===== src/rtl/zoom_line_window_pkg.sv =====
// Shared defaults and the per-pixel sideband that travels alongside the RAM read.
package zoom_pkg;

  localparam int unsigned DEF_ADDR_WIDTH = 11;
  localparam int unsigned DEF_DATA_WIDTH = 16;
  localparam int unsigned DEF_RD_LATENCY = 2;

  typedef struct packed {
    logic                      valid;
    logic                      first_row;
    logic [DEF_ADDR_WIDTH-1:0] col;
    logic [DEF_DATA_WIDTH-1:0] data;
  } pix_sb_t;

endpackage


===== src/rtl/zoom_line_window_if.sv =====
// Port bundle between the line-window controller and the single-port line RAM.
interface zoom_line_window_if #(
  parameter int unsigned ADDR_WIDTH = zoom_pkg::DEF_ADDR_WIDTH,
  parameter int unsigned DATA_WIDTH = zoom_pkg::DEF_DATA_WIDTH
) ();

  logic [ADDR_WIDTH-1:0] ram_addr;
  logic [DATA_WIDTH-1:0] ram_wr_data;
  logic                  ram_wr_en;
  logic [DATA_WIDTH-1:0] ram_rd_data;

  modport master (output ram_addr, output ram_wr_data, output ram_wr_en, input ram_rd_data);
  modport slave  (input ram_addr, input ram_wr_data, input ram_wr_en, output ram_rd_data);

endinterface


===== src/rtl/zoom_line_window_dly_line.sv =====
// N-stage shift register carrying the pixel sideband across the RAM read path.
module zoom_dly_line
  import zoom_pkg::*;
#(
  parameter int unsigned N = DEF_RD_LATENCY
) (
  input  logic    clk,
  input  logic    tb_rst,
  input  pix_sb_t d_i,
  output pix_sb_t q_o
);

  pix_sb_t stage_q [N];

  always_ff @(posedge clk or posedge tb_rst) begin
    if (tb_rst) begin
      for (int unsigned i = 0; i < N; i++) stage_q[i] <= '0;
    end else begin
      stage_q[0] <= d_i;
      for (int unsigned i = 1; i < N; i++) stage_q[i] <= stage_q[i-1];
    end
  end

  assign q_o = stage_q[N-1];

endmodule


===== src/rtl/zoom_line_window.sv =====
// Line-buffer controller: writes each pixel to the line RAM, reads back the previous
// row at the same column, and emits an aligned 2x2 window to the interpolator.
module zoom_line_window
  import zoom_pkg::*;
#(
  parameter int unsigned ADDR_WIDTH = DEF_ADDR_WIDTH,
  parameter int unsigned DATA_WIDTH = DEF_DATA_WIDTH,
  parameter int unsigned RD_LATENCY = DEF_RD_LATENCY
) (
  input  logic                  clk,
  input  logic                  tb_rst,
  input  logic                  s_valid,
  input  logic [DATA_WIDTH-1:0] s_data,
  input  logic                  s_sof,
  input  logic                  s_eol,
  zoom_line_window_if.master    ram,
  output logic                  m_valid,
  output logic [DATA_WIDTH-1:0] m_cur,
  output logic [DATA_WIDTH-1:0] m_cur_d,
  output logic [DATA_WIDTH-1:0] m_prev,
  output logic [DATA_WIDTH-1:0] m_prev_d,
  output logic [ADDR_WIDTH-1:0] m_col,
  output logic                  m_first_row,
  output logic                  err_ovf
);

  localparam logic [ADDR_WIDTH-1:0] COL_MAX = '1;

  logic [ADDR_WIDTH-1:0] col_q, col_d, eff_col;
  logic                  first_row_q, first_row_d, row_flag;
  logic                  err_q, err_d;
  logic [ADDR_WIDTH-1:0] addr_q, addr_d;
  logic [DATA_WIDTH-1:0] wdata_q, wdata_d;
  logic                  we_q, we_d;
  pix_sb_t               pix_q, pix_d, win;
  logic [DATA_WIDTH-1:0] prev_px;

  always_comb begin
    eff_col     = s_sof ? '0 : col_q;
    row_flag    = s_sof | first_row_q;
    col_d       = col_q;
    first_row_d = first_row_q;
    err_d       = err_q;
    addr_d      = addr_q;
    wdata_d     = wdata_q;
    we_d        = 1'b0;
    pix_d       = '0;
    if (s_valid) begin
      addr_d          = eff_col;
      wdata_d         = s_data;
      we_d            = 1'b1;
      pix_d.valid     = 1'b1;
      pix_d.first_row = row_flag;
      pix_d.col       = eff_col;
      pix_d.data      = s_data;
      first_row_d     = s_eol ? 1'b0 : row_flag;
      if (s_sof) err_d = 1'b0;
      // A full line without s_eol pins the column at the last address.
      if (s_eol) begin
        col_d = '0;
      end else if (eff_col == COL_MAX) begin
        col_d = COL_MAX;
        err_d = 1'b1;
      end else begin
        col_d = eff_col + ADDR_WIDTH'(1);
      end
    end
  end

  always_ff @(posedge clk or posedge tb_rst) begin
    if (tb_rst) begin
      col_q       <= '0;
      first_row_q <= 1'b1;
      err_q       <= 1'b0;
      addr_q      <= '0;
      wdata_q     <= '0;
      we_q        <= 1'b0;
      pix_q       <= '0;
    end else begin
      col_q       <= col_d;
      first_row_q <= first_row_d;
      err_q       <= err_d;
      addr_q      <= addr_d;
      wdata_q     <= wdata_d;
      we_q        <= we_d;
      pix_q       <= pix_d;
    end
  end

  assign ram.ram_addr    = addr_q;
  assign ram.ram_wr_data = wdata_q;
  assign ram.ram_wr_en   = we_q;
  assign err_ovf         = err_q;

  // pix_q sits level with the ram_* registers, so N=RD_LATENCY more stages line up with ram_rd_data.
  zoom_dly_line #(.N(RD_LATENCY)) u_dly (
    .clk    (clk),
    .tb_rst (tb_rst),
    .d_i    (pix_q),
    .q_o    (win)
  );

  assign prev_px = win.first_row ? '0 : ram.ram_rd_data;

  always_ff @(posedge clk or posedge tb_rst) begin
    if (tb_rst) begin
      m_valid     <= 1'b0;
      m_cur       <= '0;
      m_cur_d     <= '0;
      m_prev      <= '0;
      m_prev_d    <= '0;
      m_col       <= '0;
      m_first_row <= 1'b0;
    end else begin
      m_valid <= win.valid;
      if (win.valid) begin
        m_cur       <= win.data;
        m_prev      <= prev_px;
        m_cur_d     <= (win.col == '0) ? win.data : m_cur;
        m_prev_d    <= (win.col == '0) ? prev_px : m_prev;
        m_col       <= win.col;
        m_first_row <= win.first_row;
      end
    end
  end

endmodule


===== src/flat_wrapper.sv =====
// flat-port wrapper written by rule: the top's interface ports become plain ports
module zoom_line_window_flat import zoom_pkg::*;
#(
  parameter int unsigned ADDR_WIDTH = DEF_ADDR_WIDTH,
  parameter int unsigned DATA_WIDTH = DEF_DATA_WIDTH,
  parameter int unsigned RD_LATENCY = DEF_RD_LATENCY
)
  (clk, tb_rst, s_valid, s_data, s_sof, s_eol, m_valid, m_cur, m_cur_d, m_prev, m_prev_d, m_col, m_first_row, err_ovf, ram_ram_addr, ram_ram_wr_data, ram_ram_wr_en, ram_ram_rd_data);
  zoom_line_window_if #(.ADDR_WIDTH(ADDR_WIDTH), .DATA_WIDTH(DATA_WIDTH)) ram_i ();
  input  logic clk;
  input  logic tb_rst;
  input  logic s_valid;
  input  logic [DATA_WIDTH-1:0] s_data;
  input  logic s_sof;
  input  logic s_eol;
  output logic m_valid;
  output logic [DATA_WIDTH-1:0] m_cur;
  output logic [DATA_WIDTH-1:0] m_cur_d;
  output logic [DATA_WIDTH-1:0] m_prev;
  output logic [DATA_WIDTH-1:0] m_prev_d;
  output logic [ADDR_WIDTH-1:0] m_col;
  output logic m_first_row;
  output logic err_ovf;
  output wire logic [$bits(ram_i.ram_addr)-1:0] ram_ram_addr;
  output wire logic [$bits(ram_i.ram_wr_data)-1:0] ram_ram_wr_data;
  output wire logic [$bits(ram_i.ram_wr_en)-1:0] ram_ram_wr_en;
  input wire logic [$bits(ram_i.ram_rd_data)-1:0] ram_ram_rd_data;
  assign ram_ram_addr = ram_i.ram_addr;
  assign ram_ram_wr_data = ram_i.ram_wr_data;
  assign ram_ram_wr_en = ram_i.ram_wr_en;
  assign ram_i.ram_rd_data = ram_ram_rd_data;
  zoom_line_window #(.ADDR_WIDTH(ADDR_WIDTH), .DATA_WIDTH(DATA_WIDTH), .RD_LATENCY(RD_LATENCY)) u_core (.clk(clk), .tb_rst(tb_rst), .s_valid(s_valid), .s_data(s_data), .s_sof(s_sof), .s_eol(s_eol), .ram(ram_i), .m_valid(m_valid), .m_cur(m_cur), .m_cur_d(m_cur_d), .m_prev(m_prev), .m_prev_d(m_prev_d), .m_col(m_col), .m_first_row(m_first_row), .err_ovf(err_ovf));
endmodule

===== config.mk =====
export PLATFORM = sky130hd
export DESIGN_NAME = zoom_line_window_flat
export DESIGN_NICKNAME = d
export VERILOG_FILES = /design/src/rtl/zoom_line_window_pkg.sv /design/src/rtl/zoom_line_window_if.sv /design/src/rtl/zoom_line_window_dly_line.sv /design/src/rtl/zoom_line_window.sv /design/src/flat_wrapper.sv
export SDC_FILE = /design/constraint.sdc
export NUM_CORES = 1
export LEC_CHECK = 0
export ABC_CLOCK_PERIOD_IN_PS = 12900
export BUFFER_PORTS_ARGS = -buffer_cell sky130_fd_sc_hd__buf_2
export CORE_ASPECT_RATIO = 1.4
export CORE_UTILIZATION = 35
export CTS_CLUSTER_SIZE = 16
export DETAILED_ROUTE_END_ITERATION = 7
export PLACE_DENSITY = 0.59
export SLEW_MARGIN = 10
export SYNTH_ARGS = -nofsm -noshare
export SYNTH_HDL_FRONTEND = slang
export SYNTH_SLANG_ARGS = --single-unit

===== constraint.sdc =====
create_clock -name clk -period 12.9 [get_ports clk]
set_input_delay 2.58 -clock clk [delete_from_list [all_inputs] [get_ports clk]]
set_output_delay 2.58 -clock clk [all_outputs]
set_load 0.005 [all_outputs]

==> results of run 1 <==
-- per-layer routing --
metal	vias up	track usage [%]	part of all wire (%)
met5	-	0	0
met1	2137	16.4	42
met3	19	3.13	6.1
li1	2040	-	-
met2	117	22.7	50
met4	0	3.98	1.8
-- placed cells by master, fill, tap and decap left out, types with 2 or more instances in the layout --
cell type	instances
and4b_1	2
and2_1	24
nor3_1	6
nor4_2	2
o221ai_1	3
mux2_2	45
o311ai_1	2
nand4_1	3
inv_1	5
nand2b_1	2
a21oi_1	42
clkbuf_16	21
buf_4	4
clkbuf_8	5
nand2_1	13
dfrtp_1	202
clkbuf_1	8
o21ai_0	6
nor2_1	36
nor2b_1	18
nor3b_1	3
buf_2	142
mux2i_1	34
a21o_1	27
-- cell families (layout without fill, tap and decap cells) --
| group | count (synthesis) | after routing |
|---|---|---|
| buf+inv | 34 | 188 |
| mux | 79 | 79 |
| flops | 204 | 204 |
| simple gates | 117 | 117 |
| compound gates | 82 | 82 |
-- power by group --
group	internal (mW)	switching, mW	total (mW)
sequential	0.680	0.0242	0.704
clock	0.348	0.226	0.575
combinational	0.0530	0.0596	0.113
total	1.08	0.310	1.39
-- registers in the layout, summed over array words and instances, names as in the netlist, 16 cells and up --
register	cells
u_core.pix_q	29
u_core.u_dly.q_o	29
u_core.u_dly.stage_q	29
u_core.m_cur	16
u_core.m_cur_d	16
u_core.m_prev	16
u_core.m_prev_d	16
u_core.ram.ram_wr_data	16
-- Yosys cell counts, types with 2 or more instances --
cell type	count
nand4_1	3
a21oi_1	42
nand2b_1	2
buf_6	4
o21ai_0	6
nor3_1	6
and4b_1	2
nor2b_1	18
a21o_1	27
o311ai_1	2
nand2_1	13
nor4_2	2
dfrtp_1	203
inv_1	6
and2_1	24
clkbuf_1	13
mux2i_1	34
mux2_2	45
nor2_1	36
buf_2	8
o221ai_1	3
nor3b_1	3
buf_1	2
-- worst max path at each step --
stage	depth (start not counted)	end	slack, ns
2_1_floorplan	1	u_core.col_q[0]	4.75
3_3_place_gp	3	u_core.u_dly.q_o[6]	8.65
3_5_place_dp	3	u_core.u_dly.q_o[6]	8.57
4_1_cts	3	u_core.pix_q[5]	9.08
5_1_grt	3	u_core.u_dly.q_o[6]	8.82
6_report	5	u_core.col_q[7]	9.13
-- worst max-delay path, stage by stage --
cell,delay [ns]
buf_2,0.38
nor2b_2,0.32
and2_1,0.21
nand4_1,0.40
o311ai_1,0.24
-- cell type report --
cell class | count | area [sq um]
fill | 1872 | 11500
sequential | 204 | 5110
multi-input combinational | 278 | 1990
timing repair buffer | 146 | 741
clock buffer | 34 | 624
tap | 256 | 320
clock inverter | 2 | 37.5
inverter | 6 | 30.0
-- through the flow --
step	cells	hold WS (ns)
2_1_floorplan	516	0.331
3_3_place_gp	890	0.332
3_5_place_dp	890	0.335
4_1_cts	926	0.343
5_1_grt	926	0.353
6_report	926	0.344
==> reports/metrics.cfg, run 1 <==
[global_routing]
track_usage_pct = 13.3
grt_overflow = 0
grt_max_degree = 140
grt_antenna_before_repair = 0
grt_pass1_wl_mm = 22.4
grt_pass1_vias = 4384

[timing]
fin_crit_sh_pct = 29.2
worst_clock_skew_ns = 0.00589
tightest_slew_ns = 1.09
rsz0062_at_grt = no
tns_ns = 0
slew_headroom_pct = 27.3
setup_viol = 0
fmax_mhz = 265
layout_setup_ws_ns = 9.13
period_minus_slack_ns = 3.77
timing_hold_violations_final = 0
slew_violations = 0

[cts]
cts_resized = 0
cts_setup_buffers = 0
root_buffer = clkbuf_16
clock_sinks = 204
insertion_delay_ns = 0.48
holdBufCountCts = 0
cts_tree = yes
htree_levels = 1
clockBufferDepth = 3
numCtsBuffers = 20
clk_pin_slew_worst_paths_ns = 0.06

[synthesis]
yosysWarningCount = 0
synth_ff_type = dfrtp_1
ys_ff_latch = 204
synth_compound_area_share_pct = 6.92
synthAdderAreaFrac_pct = 0
syn_nets = 553
synth_top_cell_by_area = dfrtp_1
yosys.area_share.simple_pct = 8.80
async_flop_share_pct = 100
ys_seq_area_share_pct = 70.3
synth_area_per_cell_sq_um = 14.1
synthMuxAreaShare_pct = 11.7
synth.top_cell.area_share_pct = 69.9
synth-xor-area-share_pct = 0
synth_top_family_by_area = multiplexers
syn_inst = 516
synth-edff-count = 0
ys_types = 35
netlist_area_sq_um = 7260
synth.area.top_cells = dfrtp_1 (70%), mux2_2 (7.0%), mux2i_1 (4.7%)

[place]
gp_congestion = 0.803
port_buffers = 142
place_area_sq_um = 8190
dp_hpwl_mm = 9.38
preCtsSetupSlack_ns = 8.57

[floorplan]
core_area_sq_um = 20400
die_area_sq_um = 21300
die_x_um = 124
die_y_um = 172
start_util_pct = 35.6
rows = 62
pin_count = 143

[min_path]
min_to = u_core.u_dly.stage_q[47]
holdPathStages = 0
hp-class = reg2reg
min_from = u_core.pix_q[18]

[route]
drtPass1Iterations = 8
antenna_left = 0
avgRoutedWirePerCell_um = 15.3
drtIter0Drc = 226
viasPerCell = 4.66
vias = 4313
wirelength_mm = 14.1
drc = 2

[layout]
fin_util_pct = 43.4
n_antenna_cell = 0
design_area_sq_um = 8850
syn2layout_area_growth_pct = 21.9
drive_gt1_share_pct = 34.0
nNetsFinal = 693

[critical_path]
timing.rr.start = u_core.u_dly.q_o[28]
r2r_setup_slack_ns = 10.95
worstPathArrival_ns = 4.14
crit_type = in2reg
cp_max_fo = 32
crit_start = s_valid
r2r-end = u_core.m_cur[13]
cp-end-kind = register
worstRegToRegCells = 2
critical_path_required_ns = 13.27
cp-start-kind = input port

[status]
status = complete, but fails checks
violations = design-rule violations

[power]
finalPower_mw = 1.39
vdd_drop_max_mv = 0.0696
p_per_area_nw_per_um2 = 157
leakage_nw = 4.54

[flow_run]
drv_cap = 0

Power figures use the tool's default switching activity.
==> run 2, diff against run 1 <==
ABC_AREA = 1   (was default)
ABC_CLOCK_PERIOD_IN_PS = 3890   (was 12900)
clock period = 3.89 ns   (was 12.9 ns; I/O delays follow)
==> run 2 against run 1 <==
Net effect:
- the run still ends with design-rule violations left
- combinational power increased to 3.6 times the previous value
- design area increased by 3.9%
- critical path depth decreased by 4
- critical endpoint is now m_prev[11]
- largest cell class unchanged
- highest routed layer unchanged
==> reports/metrics.cfg, run 2 <==
[synthesis]
syn_nets = 781
synth_top_cell_by_area = dfrtp_1
netlist_area_sq_um = 7480
synth.most_common_cell = nand2_1
synth_area_per_cell_sq_um = 10.0
synth.area.top_cells = dfrtp_1 (68%), nand2_1 (13%), nand3_1 (4.4%)
syn_inst = 744
synth.top_cell.area_share_pct = 67.9
async_flop_share_pct = 100
ys_types = 26
synth_ff_type = dfrtp_1
netlist_top_cells_count = nand2_1 (262), dfrtp_1 (203), inv_1 (65), nand3_1 (65), o21ai_0 (51)
ys_seq_area_share_pct = 68.3
yosysWarningCount = 0
synth-edff-count = 0
ys_ff_latch = 204

[global_routing]
grt_pass1_vias = 5333
grt_pass1_wl_mm = 27.5
track_usage_pct = 15.6
grt_overflow = 0
grt_max_degree = 76
grt_antenna_before_repair = 0

[min_path]
hp-class = reg2reg

[timing]
period_minus_slack_ns = 1.81
tightest_slew_ns = 0.897
fin_crit_sh_pct = 46.5
layout_setup_ws_ns = 2.08
fmax_mhz = 553
worst_clock_skew_ns = 0.00674
slew_headroom_pct = 40.0
setup_viol = 0
slew_violations = 0
timing_hold_violations_final = 0
rsz0062_at_grt = no
tns_ns = 0
holdWs_ns = 0.343

[place]
dp_hpwl_mm = 10.6
post-place-cells = 1116
gp_congestion = 0.785
preCtsSetupSlack_ns = 1.66
port_buffers = 142
place_area_sq_um = 8460

[route]
wirelength_mm = 16.3
drtIter0Drc = 296
drtPass1Iterations = 8
vias = 5281
drc = 15
viasPerCell = 4.59
antenna_left = 0
avgRoutedWirePerCell_um = 14.1

[power]
finalPower_mw = 4.85
leakage_nw = 5.04
switchingPower_mw = 1.11
p_per_area_nw_per_um2 = 527
clock_power_share_pct = 43.6
p_int_mw = 3.73
swShare_pct = 22.9
combPwrFrac_pct = 8.5
vdd_drop_max_mv = 0.238
pwr-share-seq_pct = 48.0

[cts]
root_buffer = clkbuf_16
cts_tree = yes
holdBufCountCts = 0
clk_pin_slew_worst_paths_ns = 0.06
clockBufferDepth = 3
clock_sinks = 204
insertion_delay_ns = 0.49
htree_levels = 1
cts_setup_buffers = 0
numCtsBuffers = 20
cts_resized = 0

[status]
violations = design-rule violations
status = complete, but fails checks

[floorplan]
die_x_um = 126
rows = 62
pin_count = 143
die_area_sq_um = 22000
start_util_pct = 36.1
core_area_sq_um = 20700
die_y_um = 175

[layout]
nNetsFinal = 919
drive_gt1_share_pct = 22.3
design_area_sq_um = 9200
multi_input_area_sq_um = 1950
layout_commonest_cell = nand2_1
n_antenna_cell = 0
seq_area_sq_um = 5110
syn2layout_area_growth_pct = 23.0
stdcell_count = 1151
n_fill_cell = 2012
final_cell_mix = nand2_1 (262), dfrtp_1 (202), buf_2 (142), nand3_1 (65), inv_1 (64)
fin_util_pct = 44.4

[critical_path]
cp_slowest_stage_delay_ns = 0.40
worstPathArrival_ns = 1.03
critical_path_required_ns = 3.11
crit_type = reg2out
cp_num_buf_inv = 1
crit_slowest_cell = dfrtp_1
cp-start-kind = register
crit_chain = buf_2
cp_max_fo = 3
cp-end-kind = output port
cp_top_family = flip-flops

[flow_run]
drv_cap = 0

==> run 2: worst reg2reg max path: cells and delay by family (launching register included) <==
family        cells  cell delay (ns)
flops             1             0.38
simple gates      7             1.23
==> run 2: layout make-up <==
type                    instances  area share [%]
multi-input cells             435            21.2
flip-flops and latches        204            55.5
clock inverters                 9            1.62
inverters                      69            2.91
well taps                     256            3.48
clock buffers                  26            6.35
repair buffers                152            8.95
==> run 2: power groups by stage <==
stage | registers (mW) | clock network [mW] | logic (mW)
after floorplan | 2.36 | 0 | 0.217
after detailed placement | 2.36 | 0 | 0.420
after global routing | 2.34 | 2.27 | 0.475
after global placement | 2.36 | 0 | 0.415
after CTS | 2.32 | 2.18 | 0.422
final | 2.32 | 2.11 | 0.410
==> run 2: worst paths after layout <==
check	start	endpoint	slack, ns	cells past startpoint
max	u_core.m_prev[11]	m_prev[11]	2.08	1
max reg2reg	u_core.u_dly.q_o[22]	u_core.m_cur_d[3]	2.22	7
min in group asynchronous	tb_rst	u_core.m_col[6]	0.47	2
min reg2reg	u_core.u_dly.stage_q[41]	u_core.u_dly.q_o[12]	0.34	0
min	u_core.u_dly.stage_q[41]	u_core.u_dly.q_o[12]	0.34	0
max in group asynchronous	tb_rst	u_core.ram.ram_wr_data[9]	2.66	3
==> run 2: layer usage <==
metal	track usage (%)	routed length, um	up-vias
li1	-	-	2600
met1	20.0	6980	2523
met2	26.5	7990	134
met3	3.00	1010	24
met4	4.93	310	0
met5	0	0	-
==> run 2: kinds of logic after synthesis <==
logic type	Yosys count	synth area share, %
compound gates	58	4.17
flops	204	68.3
simple gates	377	21.9
buf+inv	105	5.69
